===== config.mk =====
export PLATFORM = sky130hd
export DESIGN_NAME = mig_write_sequencer
export DESIGN_NICKNAME = d
export VERILOG_FILES = /design/src/rtl/mig_write_sequencer.sv
export SDC_FILE = /design/constraint.sdc
export NUM_CORES = 1
export LEC_CHECK = 0
export ABC_CLOCK_PERIOD_IN_PS = 2300
export CORE_MARGIN = 3
export CORE_UTILIZATION = 42
export CTS_CLUSTER_DIAMETER = 100
export DETAILED_ROUTE_END_ITERATION = 8
export GPL_TIMING_DRIVEN = 1
export HOLD_SLACK_MARGIN = 0.08
export PLACE_DENSITY_LB_ADDON = 0.2
export SETUP_SLACK_MARGIN = 0.4
export SYNTH_ARGS = -nofsm -noshare
export SYNTH_HDL_FRONTEND = slang
export SYNTH_SLANG_ARGS = --single-unit

===== constraint.sdc =====
create_clock -name clk_in -period 2.3 [get_ports clk_in]
set_input_delay 0.46 -clock clk_in [delete_from_list [all_inputs] [get_ports clk_in]]
set_output_delay 0.46 -clock clk_in [all_outputs]
set_load 0.05 [all_outputs]

===== src/rtl/mig_write_sequencer.sv =====
// Writes 128-bit chunks to DDR through the MIG app_* interface,
// one command and one write-data beat per chunk, sequential addresses per frame.
module mig_write_sequencer #(
    parameter int ADDR_WIDTH  = 27,
    parameter int BASE_ADDR   = 0,
    parameter int ADDR_STRIDE = 8,
    parameter int MAX_WORDS   = 4800
) (
    input  logic                  clk_in,
    input  logic                  rst_n_in,
    input  logic                  init_calib_complete,
    input  logic                  chunk_tvalid,
    output logic                  chunk_tready,
    input  logic [127:0]          chunk_tdata,
    input  logic                  chunk_tlast,
    output logic [ADDR_WIDTH-1:0] app_addr,
    output logic [2:0]            app_cmd,
    output logic                  app_en,
    input  logic                  app_rdy,
    output logic [127:0]          app_wdf_data,
    output logic [15:0]           app_wdf_mask,
    output logic                  app_wdf_wren,
    output logic                  app_wdf_end,
    input  logic                  app_wdf_rdy,
    output logic                  frame_done,
    output logic                  wrap_err
);

    localparam int CNT_W = (MAX_WORDS > 1) ? $clog2(MAX_WORDS) : 1;
    localparam logic [ADDR_WIDTH-1:0] BASE = ADDR_WIDTH'(BASE_ADDR);
    localparam logic [ADDR_WIDTH-1:0] STRIDE = ADDR_WIDTH'(ADDR_STRIDE);
    localparam logic [CNT_W-1:0] LAST_CNT = CNT_W'(MAX_WORDS - 1);

    typedef enum logic {
        IDLE  = 1'b0,
        ISSUE = 1'b1
    } state_t;

    state_t             state;
    state_t             next_state;
    logic               last_q;
    logic               cmd_done;
    logic               data_done;
    logic [CNT_W-1:0]   count;
    logic               accept;
    logic               cmd_hs;
    logic               data_hs;
    logic               word_done;

    // Strobes come straight from state so reset drops them asynchronously.
    assign app_en       = (state == ISSUE) && !cmd_done;
    assign app_wdf_wren = (state == ISSUE) && !data_done;
    assign app_wdf_end  = app_wdf_wren;
    assign app_cmd      = 3'b000;
    assign app_wdf_mask = 16'h0000;
    assign chunk_tready = (state == IDLE) && init_calib_complete;

    always_comb begin
        next_state = state;
        accept     = chunk_tvalid && chunk_tready;
        cmd_hs     = app_en && app_rdy;
        data_hs    = app_wdf_wren && app_wdf_rdy;
        word_done  = 1'b0;
        unique case (state)
            IDLE: begin
                if (accept) next_state = ISSUE;
            end
            ISSUE: begin
                word_done = (cmd_done || cmd_hs) && (data_done || data_hs);
                if (word_done) next_state = IDLE;
            end
        endcase
    end

    always_ff @(posedge clk_in or negedge rst_n_in) begin
        if (!rst_n_in) begin
            state        <= IDLE;
            app_addr     <= BASE;
            app_wdf_data <= '0;
            last_q       <= 1'b0;
            cmd_done     <= 1'b0;
            data_done    <= 1'b0;
            count        <= '0;
            frame_done   <= 1'b0;
            wrap_err     <= 1'b0;
        end else begin
            state      <= next_state;
            frame_done <= 1'b0;
            if (accept) begin
                app_wdf_data <= chunk_tdata;
                last_q       <= chunk_tlast;
            end
            if (word_done) begin
                cmd_done  <= 1'b0;
                data_done <= 1'b0;
                if (last_q) begin
                    app_addr   <= BASE;
                    count      <= '0;
                    frame_done <= 1'b1;
                end else if (count == LAST_CNT) begin
                    app_addr <= BASE;
                    count    <= '0;
                    wrap_err <= 1'b1;
                end else begin
                    app_addr <= app_addr + STRIDE;
                    count    <= count + CNT_W'(1);
                end
            end else begin
                if (cmd_hs) cmd_done <= 1'b1;
                if (data_hs) data_done <= 1'b1;
            end
        end
    end

endmodule

==> metrics.log <==
[metrics] list of cells traversed by the critical path: or4b_4, nor4_4, buf_4, nand2b_4, nor3_2, o22a_1
[metrics] Worst Skew: 13.8 ps
[metrics] leading post-synthesis cells by instance count: sky130_fd_sc_hd__dfrtp_1 (171), sky130_fd_sc_hd__mux2_2 (129), sky130_fd_sc_hd__nand2_1 (33)
[metrics] DRC violations left: 0
[metrics] area overhead of the layout relative to synthesis: 55.3%
[metrics] Register-to-Register Path Depth: 6
[metrics] Final Instance Area: 11100 um2
[metrics] Seq/Total Area, Yosys: 60.0%
[metrics] pin count of the biggest net entering global routing: 61
[metrics] cell accounting for the most synthesized area: sky130_fd_sc_hd__dfrtp_1
[metrics] critical path's top delay family: simple AND/OR/NAND/NOR gates
[metrics] wire per inst: 20.3 um
[metrics] startpoint type of the worst setup path: flop
[metrics] CP bufs+invs: 1
[metrics] share of post-route cells with drive strength above 1: 29.1%
[metrics] vias per std cell: 5.22
[metrics] final std cells w/o fill: 1084
[metrics] clock sink total: 171
[metrics] root buffer selected by CTS: sky130_fd_sc_hd__clkbuf_16
[metrics] remaining global-route overflow: 0
[metrics] sum of negative setup slack: 0 ps
[metrics] post-detailed-placement cell area: 10300 um2
[metrics] wirelength, routed: 22000 um
[metrics] clock power share: 20.3%
[metrics] Hold/Removal Path Class: reg2reg
[metrics] number of global-route vias before repair: 5942
[metrics] highest metal layer with signal wires: met4
[metrics] number of nets in the final layout: 992
[metrics] number of I/O pins: 315
[metrics] total iterations of the first detailed-routing run: 5
[metrics] power per standard cell area: 1230 nW/um2
[metrics] wire length on met2: 11600 um
[metrics] number of CTS-inserted buffers: 17
[metrics] FFs w/ async S/R, synth: 100%
[metrics] Mapped Area: 7130 um2
[metrics] final standard cell utilization of the core: 68.2%
[metrics] peak fanout along the critical path: 8
[metrics] EDFF count, synth: 0
[metrics] Max transition margin: 61.3%
[metrics] Initial Util: 43.9%
[metrics] outcome: completed
[metrics] most area-consuming cells after synthesis: sky130_fd_sc_hd__dfrtp_1 (60%), sky130_fd_sc_hd__mux2_2 (20%), sky130_fd_sc_hd__buf_4 (2.4%)
[metrics] global-route wire length before repair: 32200 um
[metrics] total number of yosys warnings: 0
[metrics] commonest register cell after synthesis: sky130_fd_sc_hd__dfrtp_1
[metrics] share of total power consumed by net switching: 45.2%
[metrics] number of H-tree levels: 4
[metrics] width of the die: 136 um
[metrics] pins over their slew limit: 0
[metrics] WS Path Type: reg2reg
[metrics] endpoint type of the worst setup path: flop
[metrics] share of the clock period used by the worst path after layout: 92.5%
[metrics] Synth top area share: 60.0%
[metrics] leakage power: 5.00 nW
[metrics] portion of total power attributed to sequential cells: 32.7%
[metrics] data required time at the worst endpoint: 2600 ps
[metrics] area of the core: 16200 um2
[metrics] violation count after the first detailed-routing iteration: 328
[metrics] number of hold-slack violations in the final timing report: 0
[metrics] clock slew seen by the registers of the worst setup and hold paths: 60 ps
[metrics] IO Port Bufs: 292
[metrics] via total after detailed routing: 5654
[metrics] total half-perimeter wirelength after legalization and detailed placement: 15500 um
[metrics] cell count after synthesis: 538
[metrics] number of distinct library cells after synthesis: 46
[metrics] last weighted congestion value of the routability-driven placer: 0.847
[metrics] row cnt: 46
[metrics] number of antenna violations at the first check in global routing: 0
[metrics] area enclosed by the die boundary: 18600 um2
[metrics] deepest clock path buffer count: 2
[metrics] most repeated cell in the gate-level netlist after synthesis: sky130_fd_sc_hd__dfrtp_1
[metrics] critical path arrival: 2430 ps
[metrics] filler cell count: 1191
[metrics] count of placed standard cells including taps: 1033
[metrics] number of max-cap violations: 0
[metrics] number of setup violations in the final report: 0
[metrics] transition at the pin with the smallest max-transition slack: 583 ps
[metrics] Levels on crit path: 6
[metrics] switching power summed over all nets: 6.14 mW
[metrics] number of storage elements in the synthesis netlist: 171
[metrics] Hold Path Cell Cnt: 1
[metrics] combinational power share: 47.0%
[metrics] later-pin clock latency in the skew report: 420 ps
[metrics] maximum VDD drop: 0.899 mV
[metrics] Chip Height: 136 um
[metrics] RSZ-0062 raised after global routing: yes
[metrics] delay of the slowest cell on the worst path: 570 ps
[metrics] ANT nets after route: 0
[metrics] Peak Freq: 470 MHz
[metrics] Fin Hold WS: 496 ps
[metrics] minimum period implied by the final worst setup slack: 2130 ps
[metrics] wire length on met1: 7740 um
[metrics] Post-Syn Area per Cell: 13.2 um2
[metrics] met3 WL post-DR: 2080 um
[metrics] slowest cell on the critical path: sky130_fd_sc_hd__or4b_4
[metrics] CTS tree: yes
[metrics] count of inserted antenna diode cells: 0
[metrics] total routing resource utilization after global routing: 22.8%
[metrics] Internal Pwr Total: 7.44 mW
==> stage by stage <==
stage	setup WS [ps]	power (mW)
global route	83.7	14.1
CTS	283	13.6
finish	173	13.6
detailed placement	157	11.3
global placement	232	11.2
floorplan	405	8.74
==> power groups by stage <==
stage / clock, mW / sequential, mW / combinational (mW)
2_1_floorplan: 0 / 7.39 / 1.35
6_report: 2.76 / 4.43 / 6.38
3_3_place_gp: 0 / 4.44 / 6.75
4_1_cts: 2.80 / 4.43 / 6.34
5_1_grt: 2.95 / 4.54 / 6.65
3_5_place_dp: 0 / 4.50 / 6.83
==> registers in the layout (all words and copies together), names as in the netlist <==
| name | flops |
|---|---|
| wrap_err | 1 |
| count | 13 |
| last_q | 1 |
| frame_done | 1 |
| state | 1 |
| app_addr | 24 |
| data_done | 1 |
| app_wdf_data | 128 |
| cmd_done | 1 |
==> final cells by class <==
type | instances | area (um2) | share of cell area [%]
tap | 216 | 270 | 2.44
sequential | 171 | 4300 | 38.8
timing repair buffer | 324 | 3110 | 28.1
multi-input combinational | 338 | 2810 | 25.4
inverter | 3 | 11.3 | 0.102
clock buffer | 23 | 478 | 4.32
clock inverter | 9 | 90.1 | 0.814
==> metal layers <==
layer,GRT usage (%),vias to the layer above
met5,0,-
met2,40.6,286
met4,5.99,0
li1,-,2534
met3,9.36,39
met1,25.1,2795
==> kinds of logic (layout without fill, tap and decap cells) <==
group                    after synthesis  count (layout)  share of synthesized area (%)
AO/OA/AOI/OAI                         75              75                           6.60
XOR/XNOR                               3               3                          0.369
adder cells (fa/ha/maj)                2               2                          0.351
buffers and inverters                 51             359                           4.09
flip-flops                           171             171                           60.0
multiplexers                         129             129                           20.4
other                                  1              22                         0.0526
AND/OR/NAND/NOR                      106             107                           8.13
==> worst reg2reg max path: stages (launching register included) <==
cell	delay [ps]
sky130_fd_sc_hd__dfrtp_1	380
sky130_fd_sc_hd__or4b_4	570
sky130_fd_sc_hd__nor4_4	440
sky130_fd_sc_hd__buf_4	190
sky130_fd_sc_hd__nand2b_4	190
sky130_fd_sc_hd__nor3_2	60
sky130_fd_sc_hd__o22a_1	180
==> cell usage in the layout, fill, tap and decap left out, types with 3 or more instances in the layout <==
cell type                         count
sky130_fd_sc_hd__dfrtp_1            156
sky130_fd_sc_hd__dlygate4sd2_1      147
sky130_fd_sc_hd__clkdlybuf4s50_1    133
sky130_fd_sc_hd__mux2_2             129
sky130_fd_sc_hd__nand2_1             22
sky130_fd_sc_hd__conb_1              22
sky130_fd_sc_hd__buf_4               21
sky130_fd_sc_hd__a31oi_1             20
sky130_fd_sc_hd__clkbuf_16           20
sky130_fd_sc_hd__nand3_1             16
sky130_fd_sc_hd__dfrtp_2             15
sky130_fd_sc_hd__o21ai_0             12
sky130_fd_sc_hd__nor2_1              11
sky130_fd_sc_hd__and3_1              11
sky130_fd_sc_hd__a21oi_1              8
sky130_fd_sc_hd__nand2_2              8
sky130_fd_sc_hd__or3_1                6
sky130_fd_sc_hd__buf_12               6
sky130_fd_sc_hd__a21oi_2              5
sky130_fd_sc_hd__o21ai_1              5
sky130_fd_sc_hd__buf_6                5
sky130_fd_sc_hd__clkbuf_2             5
sky130_fd_sc_hd__nor3_1               4
sky130_fd_sc_hd__nand4_1              4
sky130_fd_sc_hd__and2_1               3
sky130_fd_sc_hd__nand2_4              3
sky130_fd_sc_hd__nor4_4               3
sky130_fd_sc_hd__o21ai_2              3
sky130_fd_sc_hd__inv_1                3
sky130_fd_sc_hd__clkbuf_1             3
sky130_fd_sc_hd__clkbuf_8             3
sky130_fd_sc_hd__clkinv_4             3
==> what timing repair did <==
action	in CTS	in global routing
hold buffers	1	0
setup buffers	9	2
pin swaps	7	16
cloned	3	4
hold endpoints to repair	35	0
resized for setup	161	49
endpoints found under the setup margin	183	42
==> path summary, 6_finish.rpt <==
check / startpoint / end / slack (ps)
worst min-delay path: app_wdf_data[65]$_DFFE_PN0P_ / app_wdf_data[65]$_DFFE_PN0P_ / 500
max in group asynchronous: rst_n_in / app_wdf_data[97]$_DFFE_PN0P_ / 1120
min in group asynchronous: rst_n_in / app_addr[6]$_DFFE_PN0P_ / 520
worst max-delay path: count[10]$_DFFE_PN0P_ / app_addr[16]$_DFFE_PN0P_ / 170
worst min register to register: app_wdf_data[65]$_DFFE_PN0P_ / app_wdf_data[65]$_DFFE_PN0P_ / 500
worst max register to register: count[10]$_DFFE_PN0P_ / app_addr[16]$_DFFE_PN0P_ / 170
Power figures use the tool's default switching activity.
